--- config.mk ---
export PLATFORM = sky130hd
export DESIGN_NAME = spi_tuning_rx
export DESIGN_NICKNAME = d
export VERILOG_FILES = /design/src/rtl/spi_tuning_rx.sv
export SDC_FILE = /design/constraint.sdc
export NUM_CORES = 1
export LEC_CHECK = 0
export ABC_AREA = 1
export BUFFER_PORTS_ARGS = -buffer_cell sky130_fd_sc_hd__buf_2
export CAP_MARGIN = 10
export CORE_MARGIN = 2
export CORE_UTILIZATION = 28
export CTS_CLUSTER_SIZE = 25
export DETAILED_ROUTE_END_ITERATION = 7
export SYNTH_ARGS = -nofsm -noshare
export SYNTH_HDL_FRONTEND = slang
export SYNTH_SLANG_ARGS = --single-unit
--- constraint.sdc ---
create_clock -name i_clk -period 1.5 [get_ports i_clk]
set_input_delay 0.15 -clock i_clk [delete_from_list [all_inputs] [get_ports i_clk]]
set_output_delay 0.15 -clock i_clk [all_outputs]
set_load 0.01 [all_outputs]
--- src/rtl/spi_tuning_rx.sv ---
// SPI mode-0 slave that receives 40-bit tuning-update frames (voice index + tuning code)
// and presents them to the oscillator block as a one-cycle update pulse with held data.
module spi_tuning_rx #(
  parameter int unsigned FRAME_BITS  = 40,
  parameter int unsigned SYNC_STAGES = 2
) (
  input  logic        i_clk,
  input  logic        i_reset_n,
  input  logic        i_spi_sclk,
  input  logic        i_spi_cs_n,
  input  logic        i_spi_mosi,
  output logic        o_spi_miso,
  output logic        o_SPI_flag,
  output logic [31:0] o_SPI_tuning_code,
  output logic [7:0]  o_SPI_voice_index,
  output logic        o_frame_error,
  output logic [15:0] o_frame_count
);

  localparam int unsigned CntW = $clog2(FRAME_BITS + 2);
  localparam logic [CntW-1:0] CntFull = CntW'(FRAME_BITS);
  localparam logic [CntW-1:0] CntSat  = CntW'(FRAME_BITS + 1);
  localparam logic [CntW-1:0] CntEcho = CntW'(8);

  typedef enum logic [1:0] {StIdle, StShift, StCommit, StError} state_e;

  // Input synchronisers plus one history flop for edge detection
  logic [SYNC_STAGES-1:0] sclk_sync_q;
  logic [SYNC_STAGES-1:0] cs_sync_q;
  logic [SYNC_STAGES-1:0] mosi_sync_q;
  logic                   sclk_hist_q;
  logic                   cs_hist_q;

  logic sclk_s, cs_s, mosi_s;
  logic sclk_rise, sclk_fall, cs_rise, cs_fall;

  always_ff @(posedge i_clk or negedge i_reset_n) begin
    if (!i_reset_n) begin
      sclk_sync_q <= '0;
      cs_sync_q   <= '1;
      mosi_sync_q <= '0;
      sclk_hist_q <= 1'b0;
      cs_hist_q   <= 1'b1;
    end else begin
      sclk_sync_q <= {sclk_sync_q[SYNC_STAGES-2:0], i_spi_sclk};
      cs_sync_q   <= {cs_sync_q[SYNC_STAGES-2:0], i_spi_cs_n};
      mosi_sync_q <= {mosi_sync_q[SYNC_STAGES-2:0], i_spi_mosi};
      sclk_hist_q <= sclk_s;
      cs_hist_q   <= cs_s;
    end
  end

  assign sclk_s    = sclk_sync_q[SYNC_STAGES-1];
  assign cs_s      = cs_sync_q[SYNC_STAGES-1];
  assign mosi_s    = mosi_sync_q[SYNC_STAGES-1];
  assign sclk_rise = sclk_s & ~sclk_hist_q;
  assign sclk_fall = ~sclk_s & sclk_hist_q;
  assign cs_rise   = cs_s & ~cs_hist_q;
  assign cs_fall   = ~cs_s & cs_hist_q;

  state_e                state_q, state_d;
  logic [CntW-1:0]       cnt_q, cnt_d;
  logic [FRAME_BITS-1:0] sr_q, sr_d;
  logic                  fall_pend_q, fall_pend_d;
  logic                  miso_q, miso_d;
  logic                  flag_q, flag_d;
  logic                  err_q, err_d;
  logic [7:0]            voice_q, voice_d;
  logic [31:0]           code_q, code_d;
  logic [15:0]           count_q, count_d;
  logic [2:0]            echo_idx;

  assign echo_idx = 3'd7 - cnt_q[2:0];

  always_comb begin
    state_d     = state_q;
    cnt_d       = cnt_q;
    sr_d        = sr_q;
    miso_d      = miso_q;
    voice_d     = voice_q;
    code_d      = code_q;
    count_d     = count_q;
    flag_d      = 1'b0;
    err_d       = 1'b0;
    // A chip-select fall seen outside IDLE is remembered until IDLE can start the frame
    fall_pend_d = fall_pend_q | cs_fall;

    unique case (state_q)
      StIdle: begin
        miso_d = 1'b0;
        if (cs_fall || fall_pend_q) begin
          state_d     = StShift;
          cnt_d       = '0;
          sr_d        = '0;
          fall_pend_d = 1'b0;
          miso_d      = voice_q[7];
        end
      end
      StShift: begin
        if (sclk_rise) begin
          sr_d = {sr_q[FRAME_BITS-2:0], mosi_s};
          if (cnt_q != CntSat) begin
            cnt_d = cnt_q + CntW'(1);
          end
        end
        if (sclk_fall) begin
          miso_d = (cnt_q < CntEcho) ? voice_q[echo_idx] : 1'b0;
        end
        // Uses cnt_d so a final clock edge coincident with CS rise is counted
        if (cs_rise) begin
          state_d = (cnt_d == CntFull) ? StCommit : StError;
        end
      end
      StCommit: begin
        flag_d  = 1'b1;
        voice_d = sr_q[FRAME_BITS-1 -: 8];
        code_d  = sr_q[31:0];
        count_d = count_q + 16'd1;
        miso_d  = 1'b0;
        state_d = StIdle;
      end
      StError: begin
        err_d   = 1'b1;
        miso_d  = 1'b0;
        state_d = StIdle;
      end
      default: begin
        state_d = StIdle;
      end
    endcase
  end

  always_ff @(posedge i_clk or negedge i_reset_n) begin
    if (!i_reset_n) begin
      state_q     <= StIdle;
      cnt_q       <= '0;
      sr_q        <= '0;
      fall_pend_q <= 1'b0;
      miso_q      <= 1'b0;
      flag_q      <= 1'b0;
      err_q       <= 1'b0;
      voice_q     <= '0;
      code_q      <= '0;
      count_q     <= '0;
    end else begin
      state_q     <= state_d;
      cnt_q       <= cnt_d;
      sr_q        <= sr_d;
      fall_pend_q <= fall_pend_d;
      miso_q      <= miso_d;
      flag_q      <= flag_d;
      err_q       <= err_d;
      voice_q     <= voice_d;
      code_q      <= code_d;
      count_q     <= count_d;
    end
  end

  wire frame_count_unused = 1'b0;

  logic [15:0] frame_count_q;
  assign frame_count_q = count_q;

  assign o_spi_miso        = miso_q & ~i_spi_cs_n;
  assign o_SPI_flag        = flag_q;
  assign o_SPI_tuning_code = code_q;
  assign o_SPI_voice_index = voice_q;
  assign o_frame_error     = err_q;
  assign o_frame_count     = frame_count_q;

endmodule

# Word level (Yosys, flattened, before mapping)
# Cells that the tools add are included.
op_classes:
  reduce_logical: 7
  n_lt_le_gt_ge: 2
  add_sub_neg: 3
  n_eq_ne: 9
  bitwise: 11
  n_mux: 22
ops:
  columns: ["operator", "n"]
  rows:
  - ["$mux W40", 2]
  - ["$pmux W40 S2", 1]
  - ["$mux W6", 4]
  - ["$add A16 B1 Y16 const B", 1]
  - ["$pmux W6 S2", 1]
  - ["$mux W1", 9]
  - ["$ne A2 B2 Y1 const B", 4]
  - ["$add A6 B1 Y6 const B", 1]
  - ["$eq A6 B6 Y1 const B", 1]
  - ["$lt A6 B4 Y1 const B", 1]
  - ["$ne A6 B6 Y1 const B", 1]
  - ["$pmux W2 S3", 1]
  - ["$and A1 B1 Y1", 5]
  - ["$not A1 Y1", 5]
  - ["$eq A2 B2 Y1 const B", 2]
  - ["$lt A3 B4 Y1 const B", 1]
  - ["$mux W2", 2]
  - ["$reduce_and A2 Y1", 2]
  - ["$bmux W1 S3", 1]
  - ["$pmux W1 S3", 1]
  - ["$reduce_and A3 Y1", 1]
  - ["$sub A3 B3 Y3 const A", 1]
  - ["$eq A2 B1 Y1 const B", 1]
  - ["$logic_not A2 Y1", 1]
  - ["other kinds (4)", 4]
word_totals:
  register_bits: 116
  out_inout_bits: 59
  wordCells: 69

# Depth between registers and ports, before layout
# Gate-level depths: netlist (run 1).
logic_depth:
  word_depth: 8
  depth_mapped: 12

# Worst setup path before layout (run 1)
# OpenSTA, ideal clock, no wires.
synth_timing:
  kind: "register -> register"
  start: "register count_q[0], in the netlist o_frame_count[0]"
  end: "register count_q[10], in the netlist o_frame_count[10]"
  path_buffers: 0
  stages_incl_launch_ff: 8
  setup_time_ns: 0.118
  required_ns: 1.382
  path_slack_ns: 0.009
  synth_period_minus_slack_ns: 1.491
  arrival_time_ns: 1.373
  path_cell_list: "dfrtp_1 > ha_1 > nand3_1 > nor3_2 > nand2_1 > nor2_2 > xor2_1 > inv_1"
synth_between:
  elab_chain_cells: 1
synth_rtl:
  columns: ["element", "line", "source"]
  rows:
  - ["from (decl)", "70", "logic [15:0] count_q, count_d;"]
  - ["from (signal assigned)", "155", "count_q <= count_d;"]
  - ["$add A16 B1 Y16", "118", "count_d = count_q + 16'd1;"]
# Every way passes these cells.
# A chain may end at the register's enable or synchronous reset.

# Worst setup path in the final report (run 1)
layout_timing:
  start: "register cs_hist_q"
  end: "register sr_q[36]"
layout_between:
  elab_chain_cells: 4
layout_rtl:
  columns: ["element", "line", "source"]
  rows:
  - ["from (decl)", "32", "logic cs_hist_q;"]
  - ["from (signal assigned)", "49", "cs_hist_q <= cs_s;"]
  - ["$and A1 B1 Y1", "59", "assign cs_fall = ~cs_s & cs_hist_q;"]
  - ["$logic_or A1 B1 Y1", "91", "if (cs_fall || fall_pend_q) begin"]
  - ["$ne A2 B2 Y1 (no source line)", null, null]
  - ["$reduce_and A3 Y1 (no source line)", null, null]
  - ["to (signal assigned)", "148", "sr_q <= sr_d;"]
  - ["to (decl)", "63", "logic [FRAME_BITS-1:0] sr_q, sr_d;"]
# Every way passes these cells.

==> flow_summary.ini, run 1 <==
[sta]
finalSetupTns_ps = -2010
fin_ws_ps = -71.2
rsz0062_at_grt = true
setup_violations = 42
timing.final.hold_violations = 0
relSlewSlack_pct = 75.4
finalCritPeriodShare_pct = 105
holdWs_ps = 173
fin_crit_ps = 1570
fmax_mhz = 636
finClkSkew_ps = 7.94
report.final.slew_viol_count = 0
worstMarginPinSlew_ps = 366

[run_status]
violations = negative setup slack
outcome = complete, but fails checks

[detailed_routing]
drtIter0Drc = 211
first_pass_iters = 4
vias = 3790
totalWireLength_mm = 11.9
drc = 0
wire_per_inst_microns = 13.9
ant_nets = 0
avgViaCountPerCell = 4.41

[setup_path]
end_kind = flip-flop
r2r_start = cs_hist_q
cp_top_family = flip-flops
r2r_setup_slack_ps = -70
critPathSlowestCell = dfstp_2
crit_arrival_ps = 1910
worstSetupStartpoint = cs_hist_q
required_ps = 1830
cp_max_fo = 7
max_stage_delay_ps = 520
worstSetupPathType = reg -> reg
start_kind = flip-flop
path_cells = inv_2, nor2_4, nor2_2, nand2_1, nand2_2, a21oi_4, buf_12, buf_12, nand3_1, o21ai_1
worst-path-buf-inv = 3
cpMostUsedCell = buf_12

[floorplanning]
start_util_pct = 28.8
die_height_microns = 135
die_w_microns = 135
die-area_sq_mm = 0.0182
core_area_sq_mm = 0.0167
rows = 47
io_pins = 64

[synth]
synth_area_sq_mm = 0.00480
synth.area.top_cells = dfrtp_1 (59%), nand2_1 (8.0%), o21ai_0 (7.9%), nand3_1 (6.7%), inv_1 (5.8%)
synth_top_area_share_pct = 58.9
synth_compound_gate_area_share_pct = 10.3
yosysWarnings = 0
syn_nets = 526
async_flop_share_pct = 100
synth_top_family_by_area = simple AND/OR/NAND/NOR gates
synth.distinct_cells = 32
synth_xor_area_share_pct = 2.01
syn_inst = 518
synth-simple-area-share_pct = 17.9
yosys.area.top_type = dfrtp_1
synth-seq-cells = 116
synthMuxAreaShare_pct = 0
ys_seq_area_share_pct = 60.5
synthAdderAreaFrac_pct = 0.781
synth.avg_cell_area_sq_um = 9.28
synthFlopType = dfrtp_1
synth_edf_count = 0

[global_routing]
grt_max_degree = 84
grt.total_usage_pct = 12.8
grt_pass1_wl_mm = 18.2
grt_pass1_vias = 3643
antenna_found_initial = 0
overflow = 0

[place]
preCtsSetupSlack_ps = -78.7
gp_congestion = 0.820
port_buffers = 63
post-dp-hpwl_mm = 7.10

[pwr]
power_density_mw_per_mm2 = 1440
ir_drop_mv = 0.781
p_leak_nw = 3.15

[clock_network]
cts_made_buffers = 17
cts_tree = built
clock_sinks = 116
clk_latency_ps = 410
cts_root_buf = clkbuf_16
clkTransAtPathRegs_ps = 50
clockBufferDepth = 2
htree_levels = 4

[layout]
n_antenna_cell = 0
drive_gt1_share_pct = 31.5
area_delta_synth_final_pct = 39.7
nets = 634

[run]
max_cap_viol_count = 0

[min_path]
hold_path_class = in -> async
[through the flow]
stage                     cell area (sq um)  instances  util (%)  power (mW)
final                                  6710        859      40.2        9.69
after global routing                   6710        859      40.2        10.2
after CTS                              6270        848      37.6        9.38
after detailed placement               5520        806      33.1        4.89
after global placement                 5520        806      33.1        4.87
after floorplan                        4800        518         -        4.33
[synth_stat cells (all sizes together), types with 3 or more instances]
library cell	n
xor2	6
nand2	103
xnor2	5
inv	74
dfstp	3
buf	12
nand3	65
dfrtp	113
o22ai	4
nor2	22
clkbuf	10
nor3	3
ha	3
o21ai	85
[area by class of cell]
class,count,area [sq um]
Sequential cell,116,2910
Multi-Input combinational cell,305,1730
Timing Repair Buffer,111,885
Inverter,75,282
Fill cell,1673,9990
Clock inverter,11,175
Clock buffer,21,460
Tap cell,220,275
[worst paths after layout]
kind | endpoint | cells after the start
setup / recovery | sr_q[36] | 10
min in group i_clk | sclk_sync_q[1] | 0
hold / removal | o_SPI_voice_index[5] | 2
hold reg to reg | sclk_sync_q[1] | 0
max in group asynchronous | cs_hist_q | 3
setup reg to reg | sr_q[36] | 10
[worst reg2reg max path, cell delays in order, from the launching register on]
cell     delay [ps]
dfstp_2         520
inv_2            50
nor2_4           90
nor2_2           50
nand2_1          60
nand2_2          70
a21oi_4         180
buf_12          170
buf_12          130
nand3_1          70
o21ai_1         100
[logic make-up after synthesis]
kind of cell	count (synthesis)
AND/OR/NAND/NOR	197
flip-flops	116
buffers and inverters	97
AO/OA/AOI/OAI	94
XOR/XNOR	11
adder cells (fa/ha/maj)	3
[placed cells by master (no fill, tap or decap), types with 3 or more instances in the layout]
cell           Yosys  routed
buf_12             0       6
buf_2              7      62
buf_4              1      27
buf_6              4       5
bufinv_16          0       4
clkbuf_16          0      22
clkinvlp_4         0       5
dfrtp_1          113     109
dfrtp_2            0       4
dfstp_2            3       3
dlygate4sd3_1      0       4
inv_1             74      69
inv_2              0       5
nand2_1          102      97
nand2_2            1       6
nand3_1           64      39
nand3_2            1      23
nand3_4            0       3
nor2_1            19      14
nor2_2             2       5
nor2_4             1       3
o21ai_0           76      44
o21ai_1            9      36
o21ai_2            0       5
xnor2_1            5       5
xor2_1             6       6
[report_power, final]
part / internal (mW) / switching, mW
registers: 3.37 / 0.215
logic: 0.772 / 0.985
clock network: 2.87 / 1.47
[per-layer routing]
layer,up-vias,global-route usage [%],part of all wire [%],wire (microns)
met3,13,4.17,4.4,522
met2,71,19.0,48,5680
li1,1889,-,-,-
met1,1817,17.3,47,5560
met4,0,5.56,1.3,149
met5,-,0,0,0
[state kept, by name, summed over array words and instances (netlist names), 2 cells and up]
name / cells
sr_q: 40
o_SPI_tuning_code: 32
o_frame_count: 16
o_SPI_voice_index: 8
cnt_q: 6
cs_sync_q: 2
mosi_sync_q: 2
sclk_sync_q: 2
state_q: 2
[repair_timing]
action,CTS,global route
endpoints found under the hold margin,65,0
endpoints found under the setup margin,41,51
pin swaps,0,11
resized for setup,12,93
buffers inserted,5,5
hold buffers,4,0
gates cloned,1,8
Power figures use the tool's default switching activity.
==> run 2: changes to the inputs <==
--- a/config.mk
+++ b/config.mk
@@ -8,10 +8,11 @@
 export ABC_AREA = 1
 export BUFFER_PORTS_ARGS = -buffer_cell sky130_fd_sc_hd__buf_2
 export CAP_MARGIN = 10
-export CORE_MARGIN = 2
+export CORE_MARGIN = 8
 export CORE_UTILIZATION = 28
 export CTS_CLUSTER_SIZE = 25
 export DETAILED_ROUTE_END_ITERATION = 7
 export SYNTH_ARGS = -nofsm -noshare
 export SYNTH_HDL_FRONTEND = slang
 export SYNTH_SLANG_ARGS = --single-unit
+export TNS_END_PERCENT = 30
==> flow_summary.ini, run 2 (synthesis results as in run 1) <==
[setup_path]
required_ps = 1830
r2r_start = cs_hist_q
worstSetupPathType = reg -> reg
crit_arrival_ps = 1860
start_kind = flip-flop
r2r_setup_slack_ps = -30
cp_max_fo = 8
worstRegToRegCells = 10
r2r_end = sr_q[4]
end_kind = flip-flop

[layout]
layout_common_cells = dfrtp_1 (113), nand2_1 (100), inv_1 (73)
seq_area_sq_mm = 0.00291
post-route-util_pct = 38.0
largest_register_ffs = 40
fillers = 1712
area_delta_synth_final_pct = 34.8
final_cells = 862
largest-register = sr_q
multi_input_area_sq_mm = 0.00156
layout_commonest_cell = dfrtp_1
drive_gt1_share_pct = 24.5
nets = 632
n_antenna_cell = 0
stdcell_area_sq_mm = 0.00648

[sta]
holdWs_ps = 230
fin_crit_ps = 1530
finalSetupTns_ps = -521
relSlewSlack_pct = 73.2
worstMarginPinSlew_ps = 402
fmax_mhz = 654
fin_ws_ps = -30.0
timing.final.hold_violations = 0
finalCritPeriodShare_pct = 102
setup_violations = 26
rsz0062_at_grt = true
report.final.slew_viol_count = 0
finClkSkew_ps = 8.09

[detailed_routing]
ant_nets = 0
first_pass_iters = 4
met1Wirelength_mm = 5.42
drtIter0Drc = 176
drc = 0
vias = 3725
totalWireLength_mm = 11.5
avgViaCountPerCell = 4.32
dr.max_layer_used = met4
wl_met2_mm = 5.35
wire_per_inst_microns = 13.3
wl_met3_microns = 533

[global_routing]
overflow = 0
grt_pass1_vias = 3942
grt.total_usage_pct = 11.2
antenna_found_initial = 0
grt_max_degree = 84
grt_pass1_wl_mm = 19.7

[clock_network]
cts_tree = built
clkTransAtPathRegs_ps = 50
cts_root_buf = clkbuf_16
cts_made_buffers = 17
clockBufferDepth = 2
htree_levels = 4
clock_sinks = 116
clk_latency_ps = 410

[min_path]
hold_path_class = in -> async

[floorplanning]
die_w_microns = 147
io_pins = 64
die_height_microns = 147
rows = 48
die-area_sq_mm = 0.0216
start_util_pct = 28.2
core_area_sq_mm = 0.0171

[place]
port_buffers = 63
gp_congestion = 0.757
placedCellCount = 817
preCtsSetupSlack_ps = -73.6
place_area_sq_mm = 0.00561
post-dp-hpwl_mm = 7.51

[pwr]
ir_drop_mv = 0.751
power_mw = 9.32
power_density_mw_per_mm2 = 1440
p_leak_nw = 3.12

[run_status]
outcome = complete, but fails checks
violations = negative setup slack

[run]
max_cap_viol_count = 0
[run 2: cell types whose count changed in the layout (fill, tap and decap cells not counted), sizes merged]
cell	delta
buf	+1
clkbuf	-3
clkinv	+5
clkinvlp	-4
inv	-1
[run 2: area by class of cell]
cell class                 count  share of cell area (%)
multi-input combinational    305                    24.0
timing repair buffer         109                    13.0
sequential                   116                    44.9
inverter                      75                    4.35
tap                          225                    4.35
clock buffer                  21                    6.95
clock inverter                11                    2.43
[run 2: how the worst max path moves through the flow]
stage / start / end / slack, ps / cells after the start
after CTS: cs_hist_q / sr_q[4] / -60 / 10
final: cs_hist_q / sr_q[4] / -30 / 10
after global placement: cs_hist_q / sr_q[30] / -40 / 9
after floorplan: o_frame_count[0] / o_frame_count[10] / 9 / 7
after global routing: cs_hist_q / sr_q[35] / -160 / 10
after detailed placement: cs_hist_q / sr_q[28] / -70 / 9
[run 2: worst max-delay path, cell delays in order, from the launching register on]
cell and delay [ps]:
dfstp_2 520, inv_2 50, nor2_4 90, nor2_2 50
nand2_1 70, nand2_2 70, a21oi_4 170, buf_6 160
buf_12 130, nand3_1 70, o21ai_1 80
[run 2: repair_timing]
action                     in CTS  in global routing
buffers inserted                4                  2
hold endpoints to repair       51                  0
cloned                          2                  2
setup endpoints to repair      40                 53
pin swaps                       1                  4
hold buffers                    4                  0
gates resized for setup        29                 16
[run 2: routing by layer]
metal,global-route usage (%),vias to the layer above
met5,0,-
met4,3.93,0
met3,3.84,15
met2,17.8,62
met1,13.9,1764
li1,-,1884
[run 2: power by group]
group	total (mW)	switching [mW]	leakage [nW]	internal (mW)
Clock	4.19	1.39	0.300	2.80
Combinational	1.57	0.889	1.25	0.685
Sequential	3.55	0.182	1.58	3.37
Total	9.32	2.46	3.12	6.86
